File: config.mk
export PLATFORM = sky130hd
export DESIGN_NAME = buffer_ctrl
export DESIGN_NICKNAME = d
export VERILOG_FILES = /design/src/rtl/buffer_ctrl_pkg.sv /design/src/rtl/buffer_ptr.sv /design/src/rtl/buffer_ctrl.sv
export SDC_FILE = /design/constraint.sdc
export NUM_CORES = 1
export LEC_CHECK = 0
export ABC_AREA = 0
export BUFFER_PORTS_ARGS = -buffer_cell sky130_fd_sc_hd__buf_2
export CORE_MARGIN = 2
export CORE_UTILIZATION = 45
export CTS_BUF_LIST = sky130_fd_sc_hd__clkbuf_8 sky130_fd_sc_hd__clkbuf_16
export CTS_CLUSTER_SIZE = 12
export DETAILED_ROUTE_END_ITERATION = 10
export HOLD_SLACK_MARGIN = 0.12
export MAX_ROUTING_LAYER = met4
export PLACE_DENSITY = 0.82
export SKIP_LAST_GASP = 1
export SLEW_MARGIN = 20
export SYNTH_ARGS = -nofsm -noshare
export SYNTH_HDL_FRONTEND = slang
export SYNTH_SLANG_ARGS = --single-unit
File: constraint.sdc
create_clock -name clk -period 3.2 [get_ports clk]
set_clock_uncertainty 0.05 [all_clocks]
set_input_delay 0.16 -clock clk [delete_from_list [all_inputs] [get_ports clk]]
set_output_delay 0.16 -clock clk [all_outputs]
set_load 0.03 [all_outputs]
File: src/rtl/buffer_ctrl_pkg.sv
// rtl/buffer_ctrl_pkg.sv - shared types and sizing helpers for buffer_ctrl
// Purpose: FSM state enum, occupancy-counter width helper, stats counter width.
// Optional feature macro: BUFFER_CTRL_STATS_EN (consumed by buffer_ctrl.sv).
package buffer_ctrl_pkg;

   typedef enum logic [2:0] {
      IDLE,
      FILL,
      RUN,
      DRAIN,
      DONE
   } state_e;

   localparam int STATS_W = 16;

   // Occupancy ranges over 0..mem_size inclusive, hence the +1.
   function automatic int count_width(input int mem_size);
      return $clog2(mem_size + 1);
   endfunction

endpackage

File: src/rtl/buffer_ptr.sv
// rtl/buffer_ptr.sv - modulo-depth circular pointer with fixed increment
// Purpose: address pointer that wraps naturally at 2**AW (depth is a power of two).
// Ports:
//   clk    in   clock
//   rst    in   synchronous active-high reset
//   clr_i  in   synchronous clear to 0 (wins over en_i)
//   en_i   in   advance by INC
//   ptr_o  out  current pointer
module buffer_ptr #(
   parameter int AW  = 3,
   parameter int INC = 1
) (
   input  logic          clk,
   input  logic          rst,
   input  logic          clr_i,
   input  logic          en_i,
   output logic [AW-1:0] ptr_o
);

   logic [AW-1:0] ptr_q, ptr_d;

   always_comb begin
      ptr_d = ptr_q;
      if (clr_i) begin
         ptr_d = '0;
      end else if (en_i) begin
         ptr_d = ptr_q + AW'(INC);
      end
   end

   always_ff @(posedge clk) begin
      if (rst) begin
         ptr_q <= '0;
      end else begin
         ptr_q <= ptr_d;
      end
   end

   assign ptr_o = ptr_q;

endmodule

File: src/rtl/buffer_ctrl.sv
// rtl/buffer_ctrl.sv - circular-FIFO sequencing controller for a parallel-write/parallel-read Buffer
// Purpose: drives Buffer wen/waddr/raddr; producer writes PAR_WRITE words per beat,
//   consumer takes a PAR_READ-word window and retires STRIDE words per accepted window.
// Ports:
//   clk, rst              clock, synchronous active-high reset
//   start                 begin a transfer (IDLE only)
//   wr_valid/wr_last      producer beat valid / final beat
//   wr_ready              beat accepted when wr_valid
//   rd_valid/rd_ready     window available / consumer accepts
//   buf_wen/waddr/raddr   Buffer control
//   count                 occupancy in words
//   busy, done            not-IDLE flag, end-of-transfer pulse
//   wr_stall_cnt, rd_stall_cnt  saturating stall counters (only with BUFFER_CTRL_STATS_EN)
module buffer_ctrl
   import buffer_ctrl_pkg::*;
#(
   parameter int SIZE        = 4,
   parameter int MEM_SIZE    = 8,
   parameter int PAR_WRITE   = 2,
   parameter int PAR_READ    = 4,
   parameter int STRIDE      = 1,
   parameter int ADDRES_SIZE = $clog2(MEM_SIZE)
) (
   input  logic                               clk,
   input  logic                               rst,
   input  logic                               start,
   input  logic                               wr_valid,
   input  logic                               wr_last,
   output logic                               wr_ready,
   output logic                               rd_valid,
   input  logic                               rd_ready,
   output logic                               buf_wen,
   output logic [ADDRES_SIZE-1:0]             buf_waddr,
   output logic [ADDRES_SIZE-1:0]             buf_raddr,
   output logic [count_width(MEM_SIZE)-1:0]   count,
   output logic                               busy,
`ifdef BUFFER_CTRL_STATS_EN
   output logic [STATS_W-1:0]                 wr_stall_cnt,
   output logic [STATS_W-1:0]                 rd_stall_cnt,
`endif
   output logic                               done
);

   localparam int CW  = count_width(MEM_SIZE);
   localparam int CW1 = CW + 1;

   if (SIZE < 1 || STRIDE < 1 || STRIDE > PAR_READ ||
       MEM_SIZE < PAR_READ + PAR_WRITE - 1 || (1 << ADDRES_SIZE) != MEM_SIZE) begin : g_bad_cfg
      $error("buffer_ctrl: illegal parameter combination");
   end

   state_e        state_q, state_d;
   logic [CW-1:0] count_q, count_d;
   logic [CW:0]   count_w;   // one spare bit so an over/underflow is visible
   logic          wr_fire, rd_fire, accepting;

   // Handshake outputs depend only on registered state and count.
   assign accepting = (state_q == FILL) || (state_q == RUN);
   assign wr_ready  = accepting && ((CW'(MEM_SIZE) - count_q) >= CW'(PAR_WRITE));
   assign rd_valid  = (accepting || (state_q == DRAIN)) && (count_q >= CW'(PAR_READ));
   assign buf_wen   = wr_valid & wr_ready;
   assign wr_fire   = buf_wen;
   assign rd_fire   = rd_valid & rd_ready;

   assign count_w = {1'b0, count_q}
                  + (wr_fire ? CW1'(PAR_WRITE) : '0)
                  - (rd_fire ? CW1'(STRIDE)    : '0);

   always_comb begin
      state_d = state_q;
      count_d = count_w[CW-1:0];
      case (state_q)
         IDLE:  if (start) state_d = FILL;
         FILL, RUN: begin
            if (wr_fire && wr_last) begin
               state_d = DRAIN;
            end else if (state_q == FILL && count_w >= CW1'(PAR_READ)) begin
               state_d = RUN;
            end else if (state_q == RUN && count_w < CW1'(PAR_READ)) begin
               state_d = FILL;
            end
         end
         DRAIN: if (count_w < CW1'(PAR_READ)) state_d = DONE;
         DONE: begin
            // Any sub-window tail is dropped here.
            state_d = IDLE;
            count_d = '0;
         end
         default: state_d = IDLE;
      endcase
   end

   always_ff @(posedge clk) begin
      if (rst) begin
         state_q <= IDLE;
         count_q <= '0;
      end else begin
         state_q <= state_d;
         count_q <= count_d;
      end
   end

   buffer_ptr #(.AW(ADDRES_SIZE), .INC(PAR_WRITE)) u_wptr (
      .clk   (clk),
      .rst   (rst),
      .clr_i (state_q == DONE),
      .en_i  (wr_fire),
      .ptr_o (buf_waddr)
   );

   buffer_ptr #(.AW(ADDRES_SIZE), .INC(STRIDE)) u_rptr (
      .clk   (clk),
      .rst   (rst),
      .clr_i (state_q == DONE),
      .en_i  (rd_fire),
      .ptr_o (buf_raddr)
   );

   assign count = count_q;
   assign busy  = (state_q != IDLE);
   assign done  = (state_q == DONE);

`ifdef BUFFER_CTRL_STATS_EN
   logic [STATS_W-1:0] wr_stall_q, rd_stall_q;

   always_ff @(posedge clk) begin
      if (rst || start) begin
         wr_stall_q <= '0;
         rd_stall_q <= '0;
      end else begin
         if (wr_valid && !wr_ready && busy && wr_stall_q != '1) wr_stall_q <= wr_stall_q + 1'b1;
         if (rd_valid && !rd_ready && rd_stall_q != '1)          rd_stall_q <= rd_stall_q + 1'b1;
      end
   end

   assign wr_stall_cnt = wr_stall_q;
   assign rd_stall_cnt = rd_stall_q;
`endif

   // Occupancy must stay within 0..MEM_SIZE; an underflow wraps into the spare bit range.
   a_count_range: assert property (@(posedge clk) disable iff (rst) count_w <= CW1'(MEM_SIZE));

endmodule

==> summary.txt <==
Setup path
  – Ordered list of cells on the worst path: inv_4, ha_4, xnor2_2, nor3_2, a2111oi_4, inv_1, ha_1, inv_1, ha_2, fa_2, nand3b_1, mux2i_4, or3_1, a21oi_2
  – Startpoint of the worst-slack reg-to-reg timing path: count[0]
  – Buffering stage count on the worst path with inverters included: 3
  – Crit-path leading delay family: adder cells
  – Largest fanout on the critical path: 4
  – CP Data Required Time: 3.33 ns
  – Worst reg2reg endpoint: state_q[1]
  – Worst reg-to-reg path cell count: 14
  – Category of the critical setup timing path: flip-flop to flip-flop
  – Slowest Stage Delay on Critical Path: 0.55 ns
  – Arrival time of the worst setup path: 3.20 ns
  – Worst reg-to-reg setup slack: 0.13 ns
  – Most common cell type on the critical path: sky130_fd_sc_hd__inv_1
  – Critical path's slowest cell: sky130_fd_sc_hd__fa_2
  – Element type at the critical path start: flip-flop
  – Endpoint type of the worst setup path: flip-flop

Place
  – Dpl cell area: 947 um2
  – Quantity of I/O buffers inserted on ports: 19
  – Detailed placement HPWL: 1.27 mm
  – Setup WS pre-CTS: 0.0689 ns
  – RD Place Congestion: 0.782

Worst hold path
  – Hold Crit Endpoint: state_q[1]
  – Origin of the worst min-delay path: wr_last
  – Number of stages on the worst hold path: 3
  – Worst min-delay path class: primary input to flip-flop

Route
  – Routed wirelength normalized by instance count: 13.0 um
  – Count of vias placed by the detailed router: 685
  – Remaining antenna violation count after routing: 0
  – Remaining routing DRC violations: 0
  – Via count normalized by instance count: 5.44
  – Drt initial violations: 13
  – Routed wire length: 1.64 mm
  – 1st-pass router iterations: 4

Finish
  – Filler Cell Count: 144
  – Layout Cell Area excl Fill: 1030 um2
  – Synthesis-to-finish area growth: 31.7%
  – Share of cells above drive strength 1: 0.422
  – Commonest cells after routing, fill and taps aside: sky130_fd_sc_hd__buf_2, sky130_fd_sc_hd__nor2_1, sky130_fd_sc_hd__dfxtp_1, sky130_fd_sc_hd__inv_1, sky130_fd_sc_hd__ha_1
  – Number of antenna repair diodes: 0
  – Leading cell type in the layout, fill and taps excluded: sky130_fd_sc_hd__buf_2
  – Number of nets in the final layout: 126
  – Core utilization of the finished layout: 0.612

Job
  – Max-cap viol count: 0

Global routing
  – Maximum number of pins on one net before global-route repair: 10
  – Overall overflow remaining after global route: 0
  – Number of global-route vias before repair: 633
  – Total global routing track utilization: 0.194
  – Initial antenna violation count: 0
  – Global-route wire length before repair: 2.77 mm

Floorplan
  – Ports placed on the boundary: 21
  – Overall die width: 45.8 um
  – Core region area: 1690 um2
  – Num rows: 15
  – Chip Height: 45.8 um
  – Die Area: 2090 um2
  – Starting density of the core: 0.464

Synthesis
  – Synthesized netlist cell count: 86
  – Mean cell area of the mapped netlist: 9.12 um2
  – Post-synthesis sequential area ratio: 0.306
  – Synth warnings: 0
  – Summed instance area of the synthesized netlist: 785 um2
  – Post-synthesis net count: 102
  – Count of unique library cells instantiated by Yosys: 30
  – Yosys reg bits: 12

Timing
  – Worst Setup Slack, final: 0.130 ns
  – Final Max Tran Viols: 0
  – Final-report hold violation count: 0
  – Fin Setup TNS: 0 ns
  – Final critical path time including I/O delays and setup: 3.07 ns
  – Fin crit share: 0.959
  – Final setup violation count: 0
  – Max Fclk: 0.326 GHz

Pwr
  – Leakage Power: 0.458 nW
  – Power per Cell Area: 1220 nW/um2
  – Peak supply drop: 0.000557 V
  – Total Power Consumption: 1.26 mW

Clocking
  – Maximum root-to-sink buffer count: 2
  – Inserted Clock Buffers: 3
  – Clk root buf: sky130_fd_sc_hd__clkbuf_8
  – Clock tree from TritonCTS: done
  – Depth of the CTS H-tree: 1
  – Number of clock sinks: 12
  – Insertion delay to the later sink of the worst-skew pair: 0.25 ns
  – Clock edge transition at the registers on the reported setup and hold paths: 0.06 ns

Status
  – Run status: complete, no violations
through the flow:
stage / hold slack [ns] / std cells
after global routing: 0.177 / 126
after CTS: 0.143 / 125
final: 0.162 / 126
after floorplan: 0.179 / 86
after detailed placement: 0.338 / 120
after global placement: 0.331 / 120
layer usage:
metal | up-vias | GRT usage | share of wire
met2 | 24 | 0.301 | 0.51
met3 | 9 | 0.0317 | 0.045
met4 | 0 | 0.143 | 0.039
met1 | 324 | 0.223 | 0.40
li1 | 328 | - | -
met5 | - | - | 0
sequential cells by signal, summed over array words and instances, names as in the netlist:
name,cells
count,4
u_wptr.ptr_o,2
state_q,3
u_rptr.ptr_o,3
synthesized netlist by cell type:
| cell | n | share of area |
|---|---|---|
| sky130_fd_sc_hd__dfxtp_1 | 12 | 0.31 |
| sky130_fd_sc_hd__nor2_1 | 10 | 0.048 |
| sky130_fd_sc_hd__ha_1 | 9 | 0.14 |
| sky130_fd_sc_hd__inv_1 | 9 | 0.043 |
| sky130_fd_sc_hd__nand2_1 | 5 | 0.024 |
| sky130_fd_sc_hd__xnor2_1 | 5 | 0.056 |
| sky130_fd_sc_hd__and2_1 | 4 | 0.032 |
| sky130_fd_sc_hd__a21oi_1 | 3 | 0.019 |
| sky130_fd_sc_hd__nor3_1 | 3 | 0.019 |
| sky130_fd_sc_hd__clkbuf_1 | 2 | 0.0096 |
| sky130_fd_sc_hd__mux2i_1 | 2 | 0.026 |
| sky130_fd_sc_hd__nand3b_1 | 2 | 0.019 |
| sky130_fd_sc_hd__or3_1 | 2 | 0.016 |
| sky130_fd_sc_hd__xor2_1 | 2 | 0.022 |
| sky130_fd_sc_hd__a2111oi_4 | 1 | 0.035 |
| sky130_fd_sc_hd__a211oi_1 | 1 | 0.0096 |
| sky130_fd_sc_hd__a21bo_2 | 1 | 0.013 |
| sky130_fd_sc_hd__a221oi_2 | 1 | 0.019 |
| sky130_fd_sc_hd__a311oi_2 | 1 | 0.019 |
| sky130_fd_sc_hd__and4_1 | 1 | 0.011 |
| sky130_fd_sc_hd__buf_4 | 1 | 0.0096 |
| sky130_fd_sc_hd__clkbuf_2 | 1 | 0.0064 |
| sky130_fd_sc_hd__conb_1 | 1 | 0.0048 |
| sky130_fd_sc_hd__fa_1 | 1 | 0.026 |
| sky130_fd_sc_hd__nand2b_1 | 1 | 0.0080 |
| sky130_fd_sc_hd__nor3_2 | 1 | 0.013 |
| sky130_fd_sc_hd__nor4b_2 | 1 | 0.019 |
| sky130_fd_sc_hd__o21ai_0 | 1 | 0.0064 |
| sky130_fd_sc_hd__o21bai_1 | 1 | 0.0096 |
| sky130_fd_sc_hd__or2_2 | 1 | 0.0080 |
worst max-delay path by stage:
stage               slack, ns     start  depth (start not counted)    endpoint
floorplan               -0.27  count[1]                         14  state_q[1]
global placement         0.17  count[1]                         14  state_q[1]
detailed placement       0.07  count[0]                         14  state_q[1]
CTS                      0.03  count[0]                         14  state_q[1]
global route           -0.001  count[0]                         14  state_q[1]
finish                   0.13  count[0]                         14  state_q[1]
final cells by class:
type | count | area (um2) | share of cell area
clock buffer | 4 | 55.1 | 0.0533
inverter | 9 | 36.3 | 0.0351
multi-input combinational | 61 | 544 | 0.527
sequential | 12 | 249 | 0.241
tap | 17 | 21.3 | 0.0206
timing repair buffer | 23 | 128 | 0.123
report_power, final:
| part | leakage, nW | switching, mW | internal (mW) |
|---|---|---|---|
| clock network | 0.0288 | 0.0589 | 0.109 |
| registers | 0.0996 | 0.0505 | 0.192 |
| logic | 0.330 | 0.486 | 0.365 |
| total | 0.458 | 0.595 | 0.666 |
tightest hold or removal path, stage by stage:
cell and delay [ns]:
sky130_fd_sc_hd__buf_2 0.12, sky130_fd_sc_hd__nand2_1 0.08, sky130_fd_sc_hd__a21oi_2 0.05
cells by family (layout without fill, tap and decap cells):
group,Yosys count,after routing,synth area share
muxes,2,2,0.0255
xor gates and xnor gates,7,7,0.0782
adders and majority gates,10,10,0.169
other,1,1,0.00478
buffers and inverters,13,36,0.0686
AOI/OAI and AO/OA,10,10,0.131
DFF,12,12,0.306
and+or+nand+nor,31,31,0.217
timing repair:
| item | 4_1_cts | 5_1_grt |
|---|---|---|
| gates resized for setup | 0 | 3 |
| endpoints found under the hold margin | 1 | 0 |
| endpoints found under the setup margin | 0 | 3 |
| setup buffers | 0 | 1 |
| hold buffers | 1 | 0 |
No activity file was read; power rests on OpenSTA's default activity.
